**src/rtl/sram_arbiter_if.sv**
```systemverilog
// Signal bundle between the requesters, the arbiter and the single-port SRAM.
// The req_lock vector is present only when SRAM_ARB_LOCK_EN is defined.
interface sram_arbiter_if #(
    parameter int NREQ = 2,
    parameter int AW   = 4,
    parameter int DW   = 8
) ();
    logic [NREQ-1:0]    req;
    logic [NREQ-1:0]    req_we;
    logic [NREQ*AW-1:0] req_addr;
    logic [NREQ*DW-1:0] req_wdata;
`ifdef SRAM_ARB_LOCK_EN
    logic [NREQ-1:0]    req_lock;
`endif
    logic [NREQ-1:0]    gnt;
    logic [NREQ-1:0]    rvalid;
    logic [DW-1:0]      rdata;
    logic               mem_we;
    logic [AW-1:0]      mem_addr;
    logic [DW-1:0]      mem_wdata;
    logic [DW-1:0]      mem_rdata;

`ifdef SRAM_ARB_LOCK_EN
    modport slave (
        input  req, req_we, req_addr, req_wdata, req_lock, mem_rdata,
        output gnt, rvalid, rdata, mem_we, mem_addr, mem_wdata
    );
    modport master (
        output req, req_we, req_addr, req_wdata, req_lock, mem_rdata,
        input  gnt, rvalid, rdata, mem_we, mem_addr, mem_wdata
    );
`else
    modport slave (
        input  req, req_we, req_addr, req_wdata, mem_rdata,
        output gnt, rvalid, rdata, mem_we, mem_addr, mem_wdata
    );
    modport master (
        output req, req_we, req_addr, req_wdata, mem_rdata,
        input  gnt, rvalid, rdata, mem_we, mem_addr, mem_wdata
    );
`endif
endinterface

```
**src/rtl/sram_arbiter.sv**
```systemverilog
// Round-robin arbiter sharing one single-port synchronous SRAM among NREQ requesters.
// Define SRAM_ARB_LOCK_EN to add per-requester bus locking (req_lock).
module sram_arbiter #(
    parameter int NREQ = 2,
    parameter int AW   = 4,
    parameter int DW   = 8
) (
    input  logic          clk,
    input  logic          rst,
    sram_arbiter_if.slave bus
);
    localparam int            IW       = (NREQ > 1) ? $clog2(NREQ) : 1;
    localparam logic [IW-1:0] LAST_IDX = IW'(NREQ - 1);

    logic [IW-1:0]   r_last_gnt;
    logic [NREQ-1:0] r_rvalid;
    logic            w_win_found;
    logic [IW-1:0]   w_win_idx;
    logic [IW-1:0]   w_cand;
    logic            w_hit;
    logic            w_gnt_any;
    logic [IW-1:0]   w_gnt_idx;
    logic [NREQ-1:0] w_gnt;
    logic [AW-1:0]   w_addr_arr  [NREQ];
    logic [DW-1:0]   w_wdata_arr [NREQ];

    function automatic logic [IW-1:0] rr_index(input logic [IW-1:0] base, input int step);
        int sum;
        sum = (int'(base) + step) % NREQ;
        return IW'(sum);
    endfunction

    for (genvar gi = 0; gi < NREQ; gi++) begin : g_unpack
        assign w_addr_arr[gi]  = bus.req_addr[gi*AW +: AW];
        assign w_wdata_arr[gi] = bus.req_wdata[gi*DW +: DW];
    end

    // Round-robin search: first asserted request after the last winner.
    always_comb begin
        w_win_found = 1'b0;
        w_win_idx   = '0;
        w_cand      = '0;
        w_hit       = 1'b0;
        for (int k = 1; k <= NREQ; k++) begin
            w_cand      = rr_index(r_last_gnt, k);
            w_hit       = !w_win_found && bus.req[w_cand];
            w_win_idx   = w_hit ? w_cand : w_win_idx;
            w_win_found = w_win_found | w_hit;
        end
    end

`ifdef SRAM_ARB_LOCK_EN
    typedef enum logic [0:0] {
        ST_UNLOCKED = 1'b0,
        ST_LOCKED   = 1'b1
    } lock_state_t;

    lock_state_t   r_lock_state;
    lock_state_t   w_lock_state_nxt;
    logic [IW-1:0] r_lock_owner;
    logic [IW-1:0] w_lock_owner_nxt;

    // Lock state and owner registers.
    always_ff @(posedge clk) begin
        if (rst) begin
            r_lock_state <= ST_UNLOCKED;
            r_lock_owner <= '0;
        end else begin
            r_lock_state <= w_lock_state_nxt;
            r_lock_owner <= w_lock_owner_nxt;
        end
    end

    // While locked only the owner may win; any unlocked grant or dropped req releases it.
    always_comb begin
        w_lock_state_nxt = r_lock_state;
        w_lock_owner_nxt = r_lock_owner;
        w_gnt_any        = 1'b0;
        w_gnt_idx        = w_win_idx;
        case (r_lock_state)
            ST_UNLOCKED: begin
                w_gnt_any = w_win_found && !rst;
                if (w_gnt_any && bus.req_lock[w_win_idx]) begin
                    w_lock_state_nxt = ST_LOCKED;
                    w_lock_owner_nxt = w_win_idx;
                end else begin
                    w_lock_state_nxt = ST_UNLOCKED;
                end
            end
            ST_LOCKED: begin
                w_gnt_idx = r_lock_owner;
                w_gnt_any = bus.req[r_lock_owner] && !rst;
                if (!bus.req[r_lock_owner] || !bus.req_lock[r_lock_owner]) begin
                    w_lock_state_nxt = ST_UNLOCKED;
                end else begin
                    w_lock_state_nxt = ST_LOCKED;
                end
            end
            default: begin
                w_lock_state_nxt = ST_UNLOCKED;
                w_lock_owner_nxt = '0;
            end
        endcase
    end
`else
    // Grant selection without locking.
    always_comb begin
        w_gnt_any = w_win_found && !rst;
        w_gnt_idx = w_win_idx;
    end
`endif

    // One-hot grant vector.
    always_comb begin
        w_gnt = '0;
        if (w_gnt_any) begin
            w_gnt[w_gnt_idx] = 1'b1;
        end else begin
            w_gnt = '0;
        end
    end

    // The SRAM port is all-zero when idle so no spurious write can occur.
    assign bus.gnt       = w_gnt;
    assign bus.mem_we    = w_gnt_any & bus.req_we[w_gnt_idx];
    assign bus.mem_addr  = w_gnt_any ? w_addr_arr[w_gnt_idx]  : '0;
    assign bus.mem_wdata = w_gnt_any ? w_wdata_arr[w_gnt_idx] : '0;
    assign bus.rvalid    = r_rvalid;
    assign bus.rdata     = bus.mem_rdata;

    // Round-robin pointer; reset value gives requester 0 first priority.
    always_ff @(posedge clk) begin
        if (rst) begin
            r_last_gnt <= LAST_IDX;
        end else if (w_gnt_any) begin
            r_last_gnt <= w_gnt_idx;
        end else begin
            r_last_gnt <= r_last_gnt;
        end
    end

    // Read ownership tracks the SRAM's one-cycle registered read.
    always_ff @(posedge clk) begin
        if (rst) begin
            r_rvalid <= '0;
        end else begin
            r_rvalid <= w_gnt & ~bus.req_we;
        end
    end
endmodule
```
**src/flat_wrapper.sv**
```systemverilog
// flat-port wrapper written by rule: the top's interface ports become plain ports
module sram_arbiter_flat 
#(
    parameter int NREQ = 2,
    parameter int AW   = 4,
    parameter int DW   = 8
)
  (clk, rst, bus_req, bus_req_we, bus_req_addr, bus_req_wdata, bus_mem_rdata, bus_gnt, bus_rvalid, bus_rdata, bus_mem_we, bus_mem_addr, bus_mem_wdata);
  sram_arbiter_if #(.NREQ(NREQ), .AW(AW), .DW(DW)) bus_i ();
  input  logic clk;
  input  logic rst;
  input wire logic [$bits(bus_i.req)-1:0] bus_req;
  input wire logic [$bits(bus_i.req_we)-1:0] bus_req_we;
  input wire logic [$bits(bus_i.req_addr)-1:0] bus_req_addr;
  input wire logic [$bits(bus_i.req_wdata)-1:0] bus_req_wdata;
  input wire logic [$bits(bus_i.mem_rdata)-1:0] bus_mem_rdata;
  output wire logic [$bits(bus_i.gnt)-1:0] bus_gnt;
  output wire logic [$bits(bus_i.rvalid)-1:0] bus_rvalid;
  output wire logic [$bits(bus_i.rdata)-1:0] bus_rdata;
  output wire logic [$bits(bus_i.mem_we)-1:0] bus_mem_we;
  output wire logic [$bits(bus_i.mem_addr)-1:0] bus_mem_addr;
  output wire logic [$bits(bus_i.mem_wdata)-1:0] bus_mem_wdata;
  assign bus_i.req = bus_req;
  assign bus_i.req_we = bus_req_we;
  assign bus_i.req_addr = bus_req_addr;
  assign bus_i.req_wdata = bus_req_wdata;
  assign bus_i.mem_rdata = bus_mem_rdata;
  assign bus_gnt = bus_i.gnt;
  assign bus_rvalid = bus_i.rvalid;
  assign bus_rdata = bus_i.rdata;
  assign bus_mem_we = bus_i.mem_we;
  assign bus_mem_addr = bus_i.mem_addr;
  assign bus_mem_wdata = bus_i.mem_wdata;
  sram_arbiter #(.NREQ(NREQ), .AW(AW), .DW(DW)) u_core (.clk(clk), .rst(rst), .bus(bus_i));
endmodule
```
**config.mk**
```make
export PLATFORM = sky130hd
export DESIGN_NAME = sram_arbiter_flat
export DESIGN_NICKNAME = d
export VERILOG_FILES = /design/src/rtl/sram_arbiter_if.sv /design/src/rtl/sram_arbiter.sv /design/src/flat_wrapper.sv
export SDC_FILE = /design/constraint.sdc
export NUM_CORES = 1
export LEC_CHECK = 0
export ABC_AREA = 1
export ABC_CLOCK_PERIOD_IN_PS = 900
export CAP_MARGIN = 10
export CORE_MARGIN = 1.5
export CORE_UTILIZATION = 22
export CTS_CLUSTER_SIZE = 24
export DETAILED_ROUTE_END_ITERATION = 16
export PLACE_DENSITY = 0.82
export SYNTH_ARGS = -nofsm -noshare
export SYNTH_HDL_FRONTEND = slang
export SYNTH_SLANG_ARGS = --single-unit
```
**constraint.sdc**
```tcl
create_clock -name clk -period 0.9 [get_ports clk]
set_clock_uncertainty 0.1 [all_clocks]
set_input_delay 0.18 -clock clk [delete_from_list [all_inputs] [get_ports clk]]
set_output_delay 0.18 -clock clk [all_outputs]
set_load 0.005 [all_outputs]
```
==> tab_implementation.tex <==
\begin{tabular}{lr}
\hline
Metric & Value \\
\hline
\multicolumn{2}{l}{\textbf{Setup path}} \\
FF-to-FF setup slack & -0.12 ns \\
Startpoint type of the worst setup path & flip-flop \\
Path type of the worst setup path & reg -> out \\
CP max FO & 5 \\
Endpoint type of the worst setup path & output pin \\
Logic depth of the worst register-to-register path & 5 \\
Worst reg2reg path endpoint & u\_core.bus.rvalid[1]\$\_SDFF\_PP0\_ \\
Critical R2R Launch & u\_core.r\_last\_gnt\$\_SDFFE\_PP1P\_ \\
Signal arrival time at the worst endpoint & around 1.1 ns \\
Data required time at the worst endpoint & just over 0.6 ns \\
Critical Path Source & u\_core.r\_last\_gnt\$\_SDFFE\_PP1P\_ \\
\multicolumn{2}{l}{\textbf{GRT}} \\
Wire length of the first global-routing pass & around 3100 um \\
Largest net degree at the start of global routing & 15 \\
Vias in the first global route & 741 \\
Antenna violations before repair & 0 \\
Congestion Overflow GR & 0 \\
Aggregate global-route resource usage & 16.13\% \\
\multicolumn{2}{l}{\textbf{Synthesis}} \\
Cell with the most instances after synthesis & nand2\_1 \\
Number of enable flip-flop cells after synthesis & 0 \\
Ys Warns & 0 \\
Synthesized netlist net count & around 110 \\
Distinct cell type count of the synthesized netlist & 16 \\
Share of synthesized flip-flops with an asynchronous set or reset & 0\% \\
Average cell area after synthesis & 7.047 um\^{}2 \\
Cell area after synthesis & around 480 um\^{}2 \\
Post-synthesis sequential element count & 3 \\
Most used flip-flop cell after synthesis & dfxtp\_1 \\
Post-synth top area share & a little under a fifth \\
Top cells by count, synth & 16 x nand2\_1, 12 x nand4\_1, 11 x buf\_4, 9 x nand3\_2, 4 x nand3\_1 \\
Main area contributors after synthesis & nand3\_2 19\%, buf\_4 17\%, nand4\_1 16\% \\
Gate Count Post-Synth & slightly below 70 \\
Fraction of the yosys area taken by sequential cells & between 10\% and 20\% \\
Post-synth top area cell & nand3\_2 \\
\multicolumn{2}{l}{\textbf{Floorplan}} \\
Initial Utilization & 23.94\% \\
Full die area & about 2500 um\^{}2 \\
FP Rows & 16 \\
Core Box Area & $\sim$2000 um\^{}2 \\
Die extent in x & around 50 um \\
Y dimension of the die & approximately 50 um \\
IO Pins & between 60 and 70 \\
\multicolumn{2}{l}{\textbf{Drt}} \\
Number of DRC markers after the initial detailed-route iteration & 4 \\
DRC violations left & 0 \\
Average via count per standard cell & approximately 4.8 \\
Number of antenna-violating nets in the routed design & 0 \\
Total routed wirelength & 1927 um \\
Number of vias in the routed layout & approximately 710 \\
DR pass1 iterations & 4 \\
WL per Instance & 13.02 um \\
\multicolumn{2}{l}{\textbf{STA}} \\
RSZ-0062 raised after global routing & yes \\
Setup slack after layout & -0.4935 ns \\
Final Hold Vio Count & 0 \\
Worst-case headroom to the max-slew limit & $\sim$83\% \\
Maximum clock frequency & $\sim$720 MHz \\
Slew Viols, Final & 0 \\
Fin Hold WS & 0.1892 ns \\
Slew at the pin closest to its max-slew limit & between 0.2 and 0.3 ns \\
Count of final setup violators & 19 \\
Share of the clock period used by the worst path after layout & 154.8\% \\
Final critical-path required period & $\sim$1.4 ns \\
\multicolumn{2}{l}{\textbf{Hold path}} \\
Cell depth of the worst hold path & 2 \\
Worst hold path class & in -> reg \\
Hold path endpoint & u\_core.r\_last\_gnt\$\_SDFFE\_PP1P\_ \\
Startpoint of the tightest hold check path & bus\_req[0] \\
\multicolumn{2}{l}{\textbf{CTS}} \\
Number of buffers between clock root and the deepest sink & 2 \\
Clock root buffer & clkbuf\_4 \\
Num Clock Sinks & 3 \\
Clock-pin slew reported for the worst setup and hold paths after clock tree synthesis & about 0.040 ns \\
Hold Buf Count CTS & 0 \\
Clock latency on the worst-skew pair & approximately 0.23 ns \\
TritonCTS buffer count & 3 \\
CTS H-tree depth & 1 \\
Clock tree from TritonCTS & done \\
\multicolumn{2}{l}{\textbf{Outcome}} \\
Result of the run & finished with violations \\
Failing checks & setup timing \\
\multicolumn{2}{l}{\textbf{Power}} \\
Maximum vdd drop & 0.0004511 V \\
Power density over cell area & $\sim$790 nW/um\^{}2 \\
Reported leakage power & roughly 0.52 nW \\
\multicolumn{2}{l}{\textbf{Layout}} \\
Area growth from synthesis to layout & 127.7\% \\
Finished layout cell area & roughly 1100 um\^{}2 \\
Ratio of cells with drive above 1 in the final layout & approximately half \\
Register cell area after layout & roughly 65 um\^{}2 \\
Antenna Diode Count & 0 \\
Layout Utilization & a little over half \\
Filler cell count in the final layout & $\sim$190 \\
Final nets & between 150 and 200 \\
Area used by multi-input combinational logic & 374.1 um\^{}2 \\
\multicolumn{2}{l}{\textbf{Job}} \\
Maximum capacitance violations & 0 \\
\multicolumn{2}{l}{\textbf{Placement}} \\
Dpl hpwl & approximately 1300 um \\
Quantity of I/O buffers inserted on ports & 46 \\
DP Area & 948.4 um\^{}2 \\
RD Place Congestion & 0.7043 \\
\hline
\end{tabular}
[worst max-delay path, stage by stage (launching register included)]
cell	delay [ns]
dfxtp_4	0.37
inv_8	0.09
nand2_8	0.06
buf_6	0.13
nand3_2	0.06
nand2_1	0.05
buf_2	0.12
[cell families (layout without fill, tap and decap cells)]
group                  after synthesis  after routing  share of synthesized area [%]
buffers and inverters               17             69                          25.85
DFF                                  3              3                          12.53
and+or+nand+nor                     47             48                          60.05
AOI/OAI and AO/OA                    1              1                          1.567
[layout by cell type (no fill, tap or decap)]
cell	synthesis	layout
nand2_8	0	3
clkbuf_4	0	3
clkdlybuf4s50_1	0	26
inv_8	0	1
clkbuf_1	0	1
nand2_1	16	13
clkdlybuf4s15_2	0	2
inv_2	2	2
nand3_1	4	4
nor2_1	2	1
buf_2	0	17
nand4_2	1	1
buf_12	0	2
nand2_4	0	2
inv_4	0	1
nor2_2	0	1
buf_4	11	4
o211ai_1	1	1
dfxtp_2	0	1
buf_6	1	9
nand3_2	9	9
nor3_4	0	1
nor2_4	1	1
dfxtp_1	3	1
dfxtp_4	0	1
buf_16	0	1
nand4_1	12	12
[cell type report]
type | instances | area share (%)
well taps | 27 | 3.096
flip-flops and latches | 3 | 5.963
repair buffers | 61 | 51.95
inverters | 4 | 2.294
clock buffers | 4 | 2.408
multi-input cells | 49 | 34.29
[through the flow]
stage / setup WS (ns) / setup TNS (ns) / cells / total power [mW]
2_1_floorplan: -0.09072 / -0.9037 / 68 / 0.3153
3_3_place_gp: -1.006 / -16.48 / 135 / 0.5486
3_5_place_dp: -1.051 / -16.92 / 135 / 0.5587
4_1_cts: -0.4982 / -7.022 / 146 / 0.8445
5_1_grt: -0.5646 / -7.990 / 148 / 0.9186
6_report: -0.4935 / -7.152 / 148 / 0.8631
[flip-flops by register name (all words and copies together) (netlist names)]
name               count
u_core.bus.rvalid      2
u_core.r_last_gnt      1
[layer usage]
metal	track usage (%)	share of wire, %	wire [um]	up-vias
li1	-	-	-	340
met1	16.39	34	654	327
met2	32.22	57	1104	33
met3	2.121	7.0	135	6
met4	6.481	1.6	31	0
met5	0	0	0	-
[where the power goes]
group          leakage (nW)  switching (mW)  internal, mW  total (mW)
Combinational         0.479           0.198         0.280       0.479
Sequential           0.0253          0.0118         0.141       0.153
Clock                0.0150          0.0658         0.166       0.232
Total                 0.519           0.276         0.587       0.863
[worst max-delay path by stage]
| stage | end |
|---|---|
| after floorplan | bus_mem_addr[1] |
| after global placement | bus_mem_wdata[4] |
| after detailed placement | bus_mem_wdata[1] |
| after CTS | bus_mem_wdata[1] |
| after global routing | bus_mem_wdata[2] |
| final | bus_mem_wdata[5] |
[what timing repair did]
item	4_1_cts	5_1_grt
gates resized for setup	101	8
endpoints found under the setup margin	20	19
buffers inserted	5	3
pin swaps	19	10
cloned	2	0
(Power assumes the default switching activity.)
